<file path="src/rtl/weight_load_pkg.sv">
// Shared constants and FSM encoding for the weight BRAM write-side loader.
`timescale 1ns/1ps
package weight_load_pkg;

  localparam int unsigned DEF_DW         = 16;
  localparam int unsigned DEF_NUM_BRAMS  = 16;
  localparam int unsigned DEF_ADDR_WIDTH = 11;
  localparam int unsigned LANE_W         = $clog2(DEF_NUM_BRAMS);

  typedef enum logic [1:0] {
    ST_IDLE  = 2'd0,
    ST_LOAD  = 2'd1,
    ST_DRAIN = 2'd2,
    ST_DONE  = 2'd3
  } wl_state_e;

endpackage

</file>
<file path="src/rtl/wload_lane_counter.sv">
// Lane/row position of the next stream beat, with a registered final-beat flag.
`timescale 1ns/1ps
module wload_lane_counter
  import weight_load_pkg::*;
#(
  parameter int unsigned NUM_BRAMS  = DEF_NUM_BRAMS,
  parameter int unsigned ADDR_WIDTH = DEF_ADDR_WIDTH,
  parameter int unsigned LW         = $clog2(NUM_BRAMS)
) (
  input  logic                  clk,
  input  logic                  rst_n,
  input  logic                  clear,
  input  logic                  advance,
  input  logic [ADDR_WIDTH:0]   num_rows,
  output logic [LW-1:0]         lane,
  output logic [ADDR_WIDTH:0]   row,
  output logic                  is_final
);

  localparam logic [LW-1:0] LAST_LANE = LW'(NUM_BRAMS - 1);

  logic [LW-1:0]       lane_q, lane_d;
  logic [ADDR_WIDTH:0] row_q, row_d;
  logic                is_final_q, is_final_d;

  // Final flag is recomputed from the post-advance position; never final right after clear.
  always_comb begin
    lane_d     = lane_q;
    row_d      = row_q;
    is_final_d = is_final_q;
    if (clear) begin
      lane_d     = '0;
      row_d      = '0;
      is_final_d = 1'b0;
    end else if (advance) begin
      if (lane_q == LAST_LANE) begin
        lane_d = '0;
        row_d  = row_q + (ADDR_WIDTH+1)'(1);
      end else begin
        lane_d = lane_q + LW'(1);
      end
      is_final_d = (lane_d == LAST_LANE) && (row_d == (num_rows - (ADDR_WIDTH+1)'(1)));
    end
  end

  always_ff @(posedge clk or negedge rst_n) begin
    if (!rst_n) begin
      lane_q     <= '0;
      row_q      <= '0;
      is_final_q <= 1'b0;
    end else begin
      lane_q     <= lane_d;
      row_q      <= row_d;
      is_final_q <= is_final_d;
    end
  end

  assign lane     = lane_q;
  assign row      = row_q;
  assign is_final = is_final_q;

endmodule

</file>
<file path="src/rtl/weight_bram_loader.sv">
// Scatters a valid/ready weight stream round-robin across the BRAM banks.
// Optional s_last framing check enabled by defining WLOAD_LAST_CHECK_EN.
`timescale 1ns/1ps
module weight_bram_loader
  import weight_load_pkg::*;
#(
  parameter int unsigned DW         = DEF_DW,
  parameter int unsigned NUM_BRAMS  = DEF_NUM_BRAMS,
  parameter int unsigned ADDR_WIDTH = DEF_ADDR_WIDTH
) (
  input  logic                                clk,
  input  logic                                rst_n,
  input  logic                                start,
  input  logic [ADDR_WIDTH-1:0]               base_addr,
  input  logic [ADDR_WIDTH:0]                 num_rows,
  input  logic                                s_valid,
  input  logic signed [DW-1:0]                s_data,
  input  logic                                s_last,
  output logic                                s_ready,
  output logic [NUM_BRAMS-1:0]                w_we,
  output logic [NUM_BRAMS*ADDR_WIDTH-1:0]     w_addr_wr_flat,
  output logic signed [NUM_BRAMS*DW-1:0]      w_din_flat,
  output logic                                busy,
  output logic                                done,
  output logic                                err
);

  localparam int unsigned LW = $clog2(NUM_BRAMS);

  wl_state_e state_q, state_d;

  logic [ADDR_WIDTH-1:0]   base_q, base_d;
  logic [ADDR_WIDTH:0]     rows_q, rows_d;
  logic                    s_ready_q, s_ready_d;
  logic [NUM_BRAMS-1:0]    we_q, we_d;
  logic [ADDR_WIDTH-1:0]   addr_q, addr_d;
  logic signed [DW-1:0]    din_q, din_d;
  logic                    busy_q, busy_d;
  logic                    done_q, done_d;
  logic                    err_q, err_d;

  logic [LW-1:0]           lane;
  logic [ADDR_WIDTH:0]     row;
  logic                    is_final;

  logic accept_c, start_ok_c, end_load_c, err_hit_c;

  assign accept_c   = s_valid & s_ready_q;
  assign start_ok_c = (state_q == ST_IDLE) & start;

`ifdef WLOAD_LAST_CHECK_EN
  // Early s_last terminates the load; a missing s_last on the final beat only flags.
  assign end_load_c = accept_c & (is_final | s_last);
  assign err_hit_c  = accept_c & (is_final ^ s_last);
`else
  logic unused_last;
  assign unused_last = s_last;
  assign end_load_c  = accept_c & is_final;
  assign err_hit_c   = 1'b0;
`endif

  wload_lane_counter #(
    .NUM_BRAMS  (NUM_BRAMS),
    .ADDR_WIDTH (ADDR_WIDTH),
    .LW         (LW)
  ) u_lane_counter (
    .clk      (clk),
    .rst_n    (rst_n),
    .clear    (start_ok_c),
    .advance  (accept_c),
    .num_rows (rows_q),
    .lane     (lane),
    .row      (row),
    .is_final (is_final)
  );

  always_ff @(posedge clk or negedge rst_n) begin
    if (!rst_n) state_q <= ST_IDLE;
    else        state_q <= state_d;
  end

  always_comb begin
    state_d = state_q;
    case (state_q)
      ST_IDLE:  if (start) state_d = (num_rows == '0) ? ST_DONE : ST_LOAD;
      ST_LOAD:  if (end_load_c) state_d = ST_DRAIN;
      ST_DRAIN: state_d = ST_DONE;
      ST_DONE:  state_d = ST_IDLE;
      default:  state_d = ST_IDLE;
    endcase
  end

  // Output/datapath next values; status flags track the next state so they are registered.
  always_comb begin
    base_d    = base_q;
    rows_d    = rows_q;
    addr_d    = addr_q;
    din_d     = din_q;
    we_d      = '0;
    err_d     = err_q;
    s_ready_d = (state_d == ST_LOAD);
    busy_d    = (state_d != ST_IDLE);
    done_d    = (state_d == ST_DONE);
    if (start_ok_c) begin
      base_d = base_addr;
      rows_d = num_rows;
      err_d  = 1'b0;
    end else if (err_hit_c) begin
      err_d = 1'b1;
    end
    if (accept_c) begin
      we_d   = NUM_BRAMS'(1) << lane;
      addr_d = base_q + ADDR_WIDTH'(row);
      din_d  = s_data;
    end
  end

  always_ff @(posedge clk or negedge rst_n) begin
    if (!rst_n) begin
      base_q    <= '0;
      rows_q    <= '0;
      s_ready_q <= 1'b0;
      we_q      <= '0;
      addr_q    <= '0;
      din_q     <= '0;
      busy_q    <= 1'b0;
      done_q    <= 1'b0;
      err_q     <= 1'b0;
    end else begin
      base_q    <= base_d;
      rows_q    <= rows_d;
      s_ready_q <= s_ready_d;
      we_q      <= we_d;
      addr_q    <= addr_d;
      din_q     <= din_d;
      busy_q    <= busy_d;
      done_q    <= done_d;
      err_q     <= err_d;
    end
  end

  assign s_ready        = s_ready_q;
  assign w_we           = we_q;
  assign w_addr_wr_flat = {NUM_BRAMS{addr_q}};
  assign w_din_flat     = {NUM_BRAMS{din_q}};
  assign busy           = busy_q;
  assign done           = done_q;
  assign err            = err_q;

endmodule
</file>
<file path="config.mk">
export PLATFORM = sky130hd
export DESIGN_NAME = weight_bram_loader
export DESIGN_NICKNAME = d
export VERILOG_FILES = /design/src/rtl/weight_load_pkg.sv /design/src/rtl/wload_lane_counter.sv /design/src/rtl/weight_bram_loader.sv
export SDC_FILE = /design/constraint.sdc
export NUM_CORES = 1
export LEC_CHECK = 0
export CORE_AREA = 2 2 191 193
export DETAILED_ROUTE_END_ITERATION = 6
export DIE_AREA = 0 0 193 195
export GPL_ROUTABILITY_DRIVEN = 0
export SLEW_MARGIN = 15
export SYNTH_ARGS = -nofsm -noshare
export SYNTH_HDL_FRONTEND = slang
export SYNTH_SLANG_ARGS = --single-unit
</file>
<file path="constraint.sdc">
create_clock -name clk -period 3.3 [get_ports clk]
set_input_delay 0.33 -clock clk [delete_from_list [all_inputs] [get_ports clk]]
set_output_delay 0.33 -clock clk [all_outputs]
set_load 0.02 [all_outputs]
</file>
**After elaboration in Yosys (flattened, before gate mapping)**

Cells that the tools add are included.

- Flip-flop bits (word level): 88
- Input bits: 44
- Word-level logic and storage cells: 50

- $add $sub $neg: 4
- Eq/ne operators: 8
- Shift operators: 1
- Multiplexer cells: 17
- Bitwise gates (word level): 3
- Reductions and logical operators: 5

Operator list:

| cell | number |
|---|---|
| 12-bit two-way mux | 5 |
| 4-bit two-way mux | 5 |
| 16-bit two-way mux | 1 |
| 1-bit by 4-bit left shift with 16-bit output (first input constant) | 1 |
| 12-bit by 1-bit adder with 12-bit output (second input constant) | 1 |
| 12-bit == test | 1 |
| 12-bit zero test | 1 |
| 12-bit by 1-bit subtractor with 12-bit output (second input constant) | 1 |
| 11-bit adder | 1 |
| 4-bit == test (second input constant) | 2 |
| 2-bit one-hot mux with 4 select lines | 1 |
| 2-bit == test (second input constant) | 3 |
| 2-bit two-way mux | 3 |
| 4-bit by 1-bit adder with 4-bit output (second input constant) | 1 |
| 2-bit by 1-bit == test with 1-bit output (second input constant) | 2 |
| 2-bit nonzero test | 2 |
| 1-bit AND | 3 |
| 2-bit zero test | 1 |
| 1-bit two-way mux | 2 |
| 1-bit logical AND | 1 |

**Depth between registers and ports, before layout**

- Word-level depth: 8
- Gate-level depth with buffers: 9

**By module**

From an unflattened synthesis, not the netlist that was laid out.

- Cell total of the unflattened synthesis: 851
- Area total of the unflattened synthesis: 7498.4 µm²

By module, submodules not included:

| module | instances | cells an instance | area each (µm²) |
|---|---|---|---|
| weight_bram_loader | 1 | 681 | 6078.3 |
| wload_lane_counter | 1 | 170 | 1420.1 |

**Worst setup path before layout**

Ideal clock, no wire load.

- Kind: reg2reg
- Start point: register rows_q[4]
- End point: register u_lane_counter.is_final_q, in the netlist u_lane_counter.is_final
- Library setup time: 0.128 ns
- Data arrival time: 2.178 ns
- Setup slack: 0.993 ns
- Stages on the path, launching flop included: 8
- Clock period less this slack: 2.307 ns
- Path through: dfrtp_1 or4_4 buf_6 nor4_4 xor3_1 a32oi_1 and2_4 a211oi_2

- Word-level cells in the longest chain between the ends: 5

Ends and longest elaborated chain:

| element | RTL line | source |
|---|---|---|
| start: declaration | weight_bram_loader.sv:33 | `logic [ADDR_WIDTH:0] rows_q, rows_d;` |
| start signal: assignment | weight_bram_loader.sv:131 | `rows_q <= rows_d;` |
| 12-bit by 1-bit subtractor with 12-bit output | wload_lane_counter.sv:42 | `is_final_d = (lane_d == LAST_LANE) && (row_d == (num_rows - (ADDR_WIDTH+1)'(1)));` |
| 12-bit == test | wload_lane_counter.sv:42 |  |
| 1-bit logical AND | wload_lane_counter.sv:42 |  |
| 1-bit two-way mux | wload_lane_counter.sv:35 | `end else if (advance) begin` |
| 1-bit two-way mux | wload_lane_counter.sv:31 | `if (clear) begin` |
| end signal: assignment | wload_lane_counter.sv:54 | `is_final_q <= is_final_d;` |
| end: declaration | wload_lane_counter.sv:24 | `logic is_final_q, is_final_d;` |

No other way between the ends. The select of a mux whose other input is x is not followed.
A chain may end at the register's enable or synchronous reset.

**Final worst setup path**

- Start point: register u_lane_counter.row_q[5], in the netlist u_lane_counter.row[5]
- End point: register addr_q[10]

- Word-level cells in the longest chain between the ends: 1

Ends and longest elaborated chain:

| element | RTL line | source |
|---|---|---|
| start: declaration | wload_lane_counter.sv:23 | `logic [ADDR_WIDTH:0] row_q, row_d;` |
| start signal: assignment | wload_lane_counter.sv:53 | `row_q <= row_d;` |
| 11-bit adder | weight_bram_loader.sv:113 | `addr_d = base_q + ADDR_WIDTH'(row);` |
| end signal: assignment | weight_bram_loader.sv:134 | `addr_q <= addr_d;` |
| end: declaration | weight_bram_loader.sv:36 | `logic [ADDR_WIDTH-1:0] addr_q, addr_d;` |

No other way between the ends.

==> summary.md <==
| Metric | Value |
|---|---|
| Status | `finished with violations` |
| Violated checks | `negative hold slack` |
| Placed cells | `1,398` |
| Post-CTS Setup Repair Bufs | `0` |
| Crit path capture type | `flop` |
| All-layer global routing usage | `0.107` |
| Die Wd | `193 um` |
| Syn avg cell area | `8.80 um2` |
| Max rail drop VDD | `0.434 mV` |
| Final Critical Period | `2.40 ns` |
| Crit-path cells | `ha_1 > or2_2 > a21o_1 > a21oi_1 > a211oi_1 > or3_1 > a31oi_1` |
| Synth warnings | `0` |
| DRT Pass-1 Iters | `4` |
| DP Worst Slack | `0.939 ns` |
| Clock Latency Late Sink | `0.36 ns` |
| Mapped cell area | `7610 um2` |
| Leading area contributor after synthesis | `buf_4` |
| Final worst-path cycle share | `0.727` |
| Post-Syn Instances | `865` |
| Global-route wire length before repair | `30,800 um` |
| Die Span Y | `195 um` |
| Slew Limit Fails | `0` |
| Critical Path AT | `2.68 ns` |
| Total gr overflow | `0` |
| Post-CTS sizing | `0` |
| Die area | `37,600 um2` |
| Avg Vias per Cell | `3.74` |
| Post-synth EDFFs | `0` |
| CORE AREA | `35,400 um2` |
| Synth top cells by count | `406 x buf_4, 88 x dfrtp_1, 76 x nand2_1, 23 x xnor2_1, 22 x nor2_1` |
| Diode count | `0` |
| Fillers | `3,651` |
| Critical Path RT | `3.58 ns` |
| Slowest stage delay, CP | `0.56 ns` |
| # setup viols final | `0` |
| RSZ-0062 raised after global routing | `false` |
| Port Buffer Count | `493` |
| Final hold vios | `7` |
| Synth area leaders | `buf_4 40%, dfrtp_1 29%, nand2_1 3.7%` |
| Wirelength, routed | `21,300 um` |
| Io pins | `496` |
| Slowest CP cell | `dfrtp_1` |
| Post-synth ARST share | `1.00` |
| Library cells used by synthesis | `54` |
| Post-route ant nets | `0` |
| Slew HR | `0.564` |
| Seq. cell area | `2200 um2` |
| Fmax | `417 MHz` |
| Hpwl dp | `16,900 um` |
| Clock Sinks | `88` |
| Routed via count | `5,293` |
| Initial antenna violation count | `0` |
| Area grow syn2layout | `35.9%` |
| Multi-input gate area | `2220 um2` |
| Clk_skew | `0.00727 ns` |
| CTS buffer count | `9` |
| Non-Filler Instances | `1,414` |
| Max-Cap Viols | `0` |
| Worst slew pin tran | `0.653 ns` |
| Htree depth | `3` |
| Starting Density | `0.215` |
| Post-route setup slack | `0.900 ns` |
| Worst hold-check path type | `input pin to asynchronous set/reset pin` |
| FF-to-FF path depth | `7` |
| Vias in the first global route | `4,811` |
| Min Hold Slack | `-0.0136 ns` |
| Syn_nets | `928` |
| CP Max Fanout | `12` |
| Share of cells above drive strength 1 | `0.0556` |
| Post-route DRC | `0` |
| CP Launch Point | `u_lane_counter.row[5]$_DFFE_PN0P_` |
| Drt wl/cell | `15.1 um` |
| Pwr dens | `828 nW/um2` |
| CTS tree | `built` |
| Root buf cell | `clkbuf_16` |
| Iter 0 DRT Violations | `203` |
| Post-CTS Hold Fix Bufs | `0` |
| Worst R2R Setup Slack | `0.90 ns` |
| Sequential area share after synthesis | `0.289` |
| Row count | `69` |
| Crit start category | `flop` |
| TNS Setup | `0 ns` |
| Fraction of synthesized cell area taken by the top area cell type | `0.401` |
| Pin count of the biggest net entering global routing | `48` |
| Synth Register Bits | `88` |
| Clk pin slew, worst setup/hold paths | `0.07 ns` |
| Lkg Pwr | `4.18 nW` |
| CTS max path bufs | `2` |
| Worst reg2reg path startpoint | `u_lane_counter.row[5]$_DFFE_PN0P_` |
| Top_reg_cell synth | `dfrtp_1` |
| Nets | `1,011` |
| Worst R2R End | `addr_q[10]$_DFFE_PN0P_` |
| Most common cell in the netlist | `buf_4` |
| Kind of critical path | `flop to flop` |
cell type report:
| class | instances | area share |
|---|---|---|
| clock inverters | 6 | 0.00641 |
| well taps | 461 | 0.0558 |
| repair buffers | 499 | 0.481 |
| clock buffers | 10 | 0.0231 |
| multi-input cells | 333 | 0.214 |
| flip-flops and latches | 88 | 0.213 |
| inverters | 17 | 0.00617 |
through the flow:
step	hold WS [ns]	util	power, mW	area [um2]
2_1_floorplan	0.0344	-	6.18	7610
3_3_place_gp	0.417	0.284	7.55	10000
3_5_place_dp	0.418	0.284	7.60	10000
4_1_cts	0.0271	0.292	8.72	10300
5_1_grt	0.0348	0.292	9.04	10300
6_report	-0.0136	0.292	8.56	10300
cells in the final DEF, fill, tap and decap left out, drive strengths merged, types with 5 or more instances in the layout:
master         instances
a21oi                 17
and2                  11
and3                  16
buf                    7
clkbuf                10
clkdlybuf4s50        492
dfrtp                 88
ha                    18
inv                   18
mux2                  20
nand2                 76
nand3                 12
nand4                  9
nor2                  22
nor3                  11
nor4                   9
o21ai                 20
or3                    5
xnor2                 23
xor2                  12
sequential cells by signal (all words and copies together), names as in the netlist:
name and flops:
din_q 16, w_we 16, rows_q 12, u_lane_counter.row 12
addr_q 11, base_q 11, u_lane_counter.lane 4, state_q 2
busy 1, done 1, s_ready 1, u_lane_counter.is_final 1
report_power, final:
part	total (mW)	leakage (nW)	internal [mW]	switching, mW
sequential	1.93	1.11	1.32	0.611
clock	1.08	0.153	0.611	0.466
combinational	5.56	2.92	2.72	2.83
kinds of logic after synthesis:
logic type                 count (synthesis)  share of synthesized area
AOI/OAI and AO/OA                         65                     0.0549
xor gates and xnor gates                  37                     0.0464
adders and majority gates                 19                     0.0322
buffers and inverters                    444                      0.420
DFF                                       88                      0.289
muxes                                     20                     0.0296
other                                      1                   0.000493
and+or+nand+nor                          191                      0.127
critical path: cells and delay by family (launching register included):
family / cells / cell delay (ns)
AO/OA/AOI/OAI: 4 / 0.71
AND/OR/NAND/NOR: 2 / 0.70
flip-flops: 1 / 0.56
adder cells (fa/ha/maj): 1 / 0.35
how the worst max path moves through the flow:
| stage | end | slack [ns] | cells after the start |
|---|---|---|---|
| 4_1_cts | addr_q[10]$_DFFE_PN0P_ | 0.91 | 7 |
| 2_1_floorplan | u_lane_counter.is_final$_DFFE_PN0P_ | 0.99 | 7 |
| 6_report | addr_q[10]$_DFFE_PN0P_ | 0.90 | 7 |
| 3_5_place_dp | addr_q[10]$_DFFE_PN0P_ | 0.94 | 7 |
| 3_3_place_gp | addr_q[10]$_DFFE_PN0P_ | 0.92 | 7 |
| 5_1_grt | addr_q[10]$_DFFE_PN0P_ | 0.77 | 7 |
per-layer routing:
layer / GRT usage / part of all wire / up-vias
li1: - / - / 2577
met1: 0.124 / 0.39 / 2493
met2: 0.201 / 0.54 / 207
met3: 0.0210 / 0.054 / 16
met4: 0.0244 / 0.013 / 0
met5: 0 / 0 / -
Power figures use the tool's default switching activity.
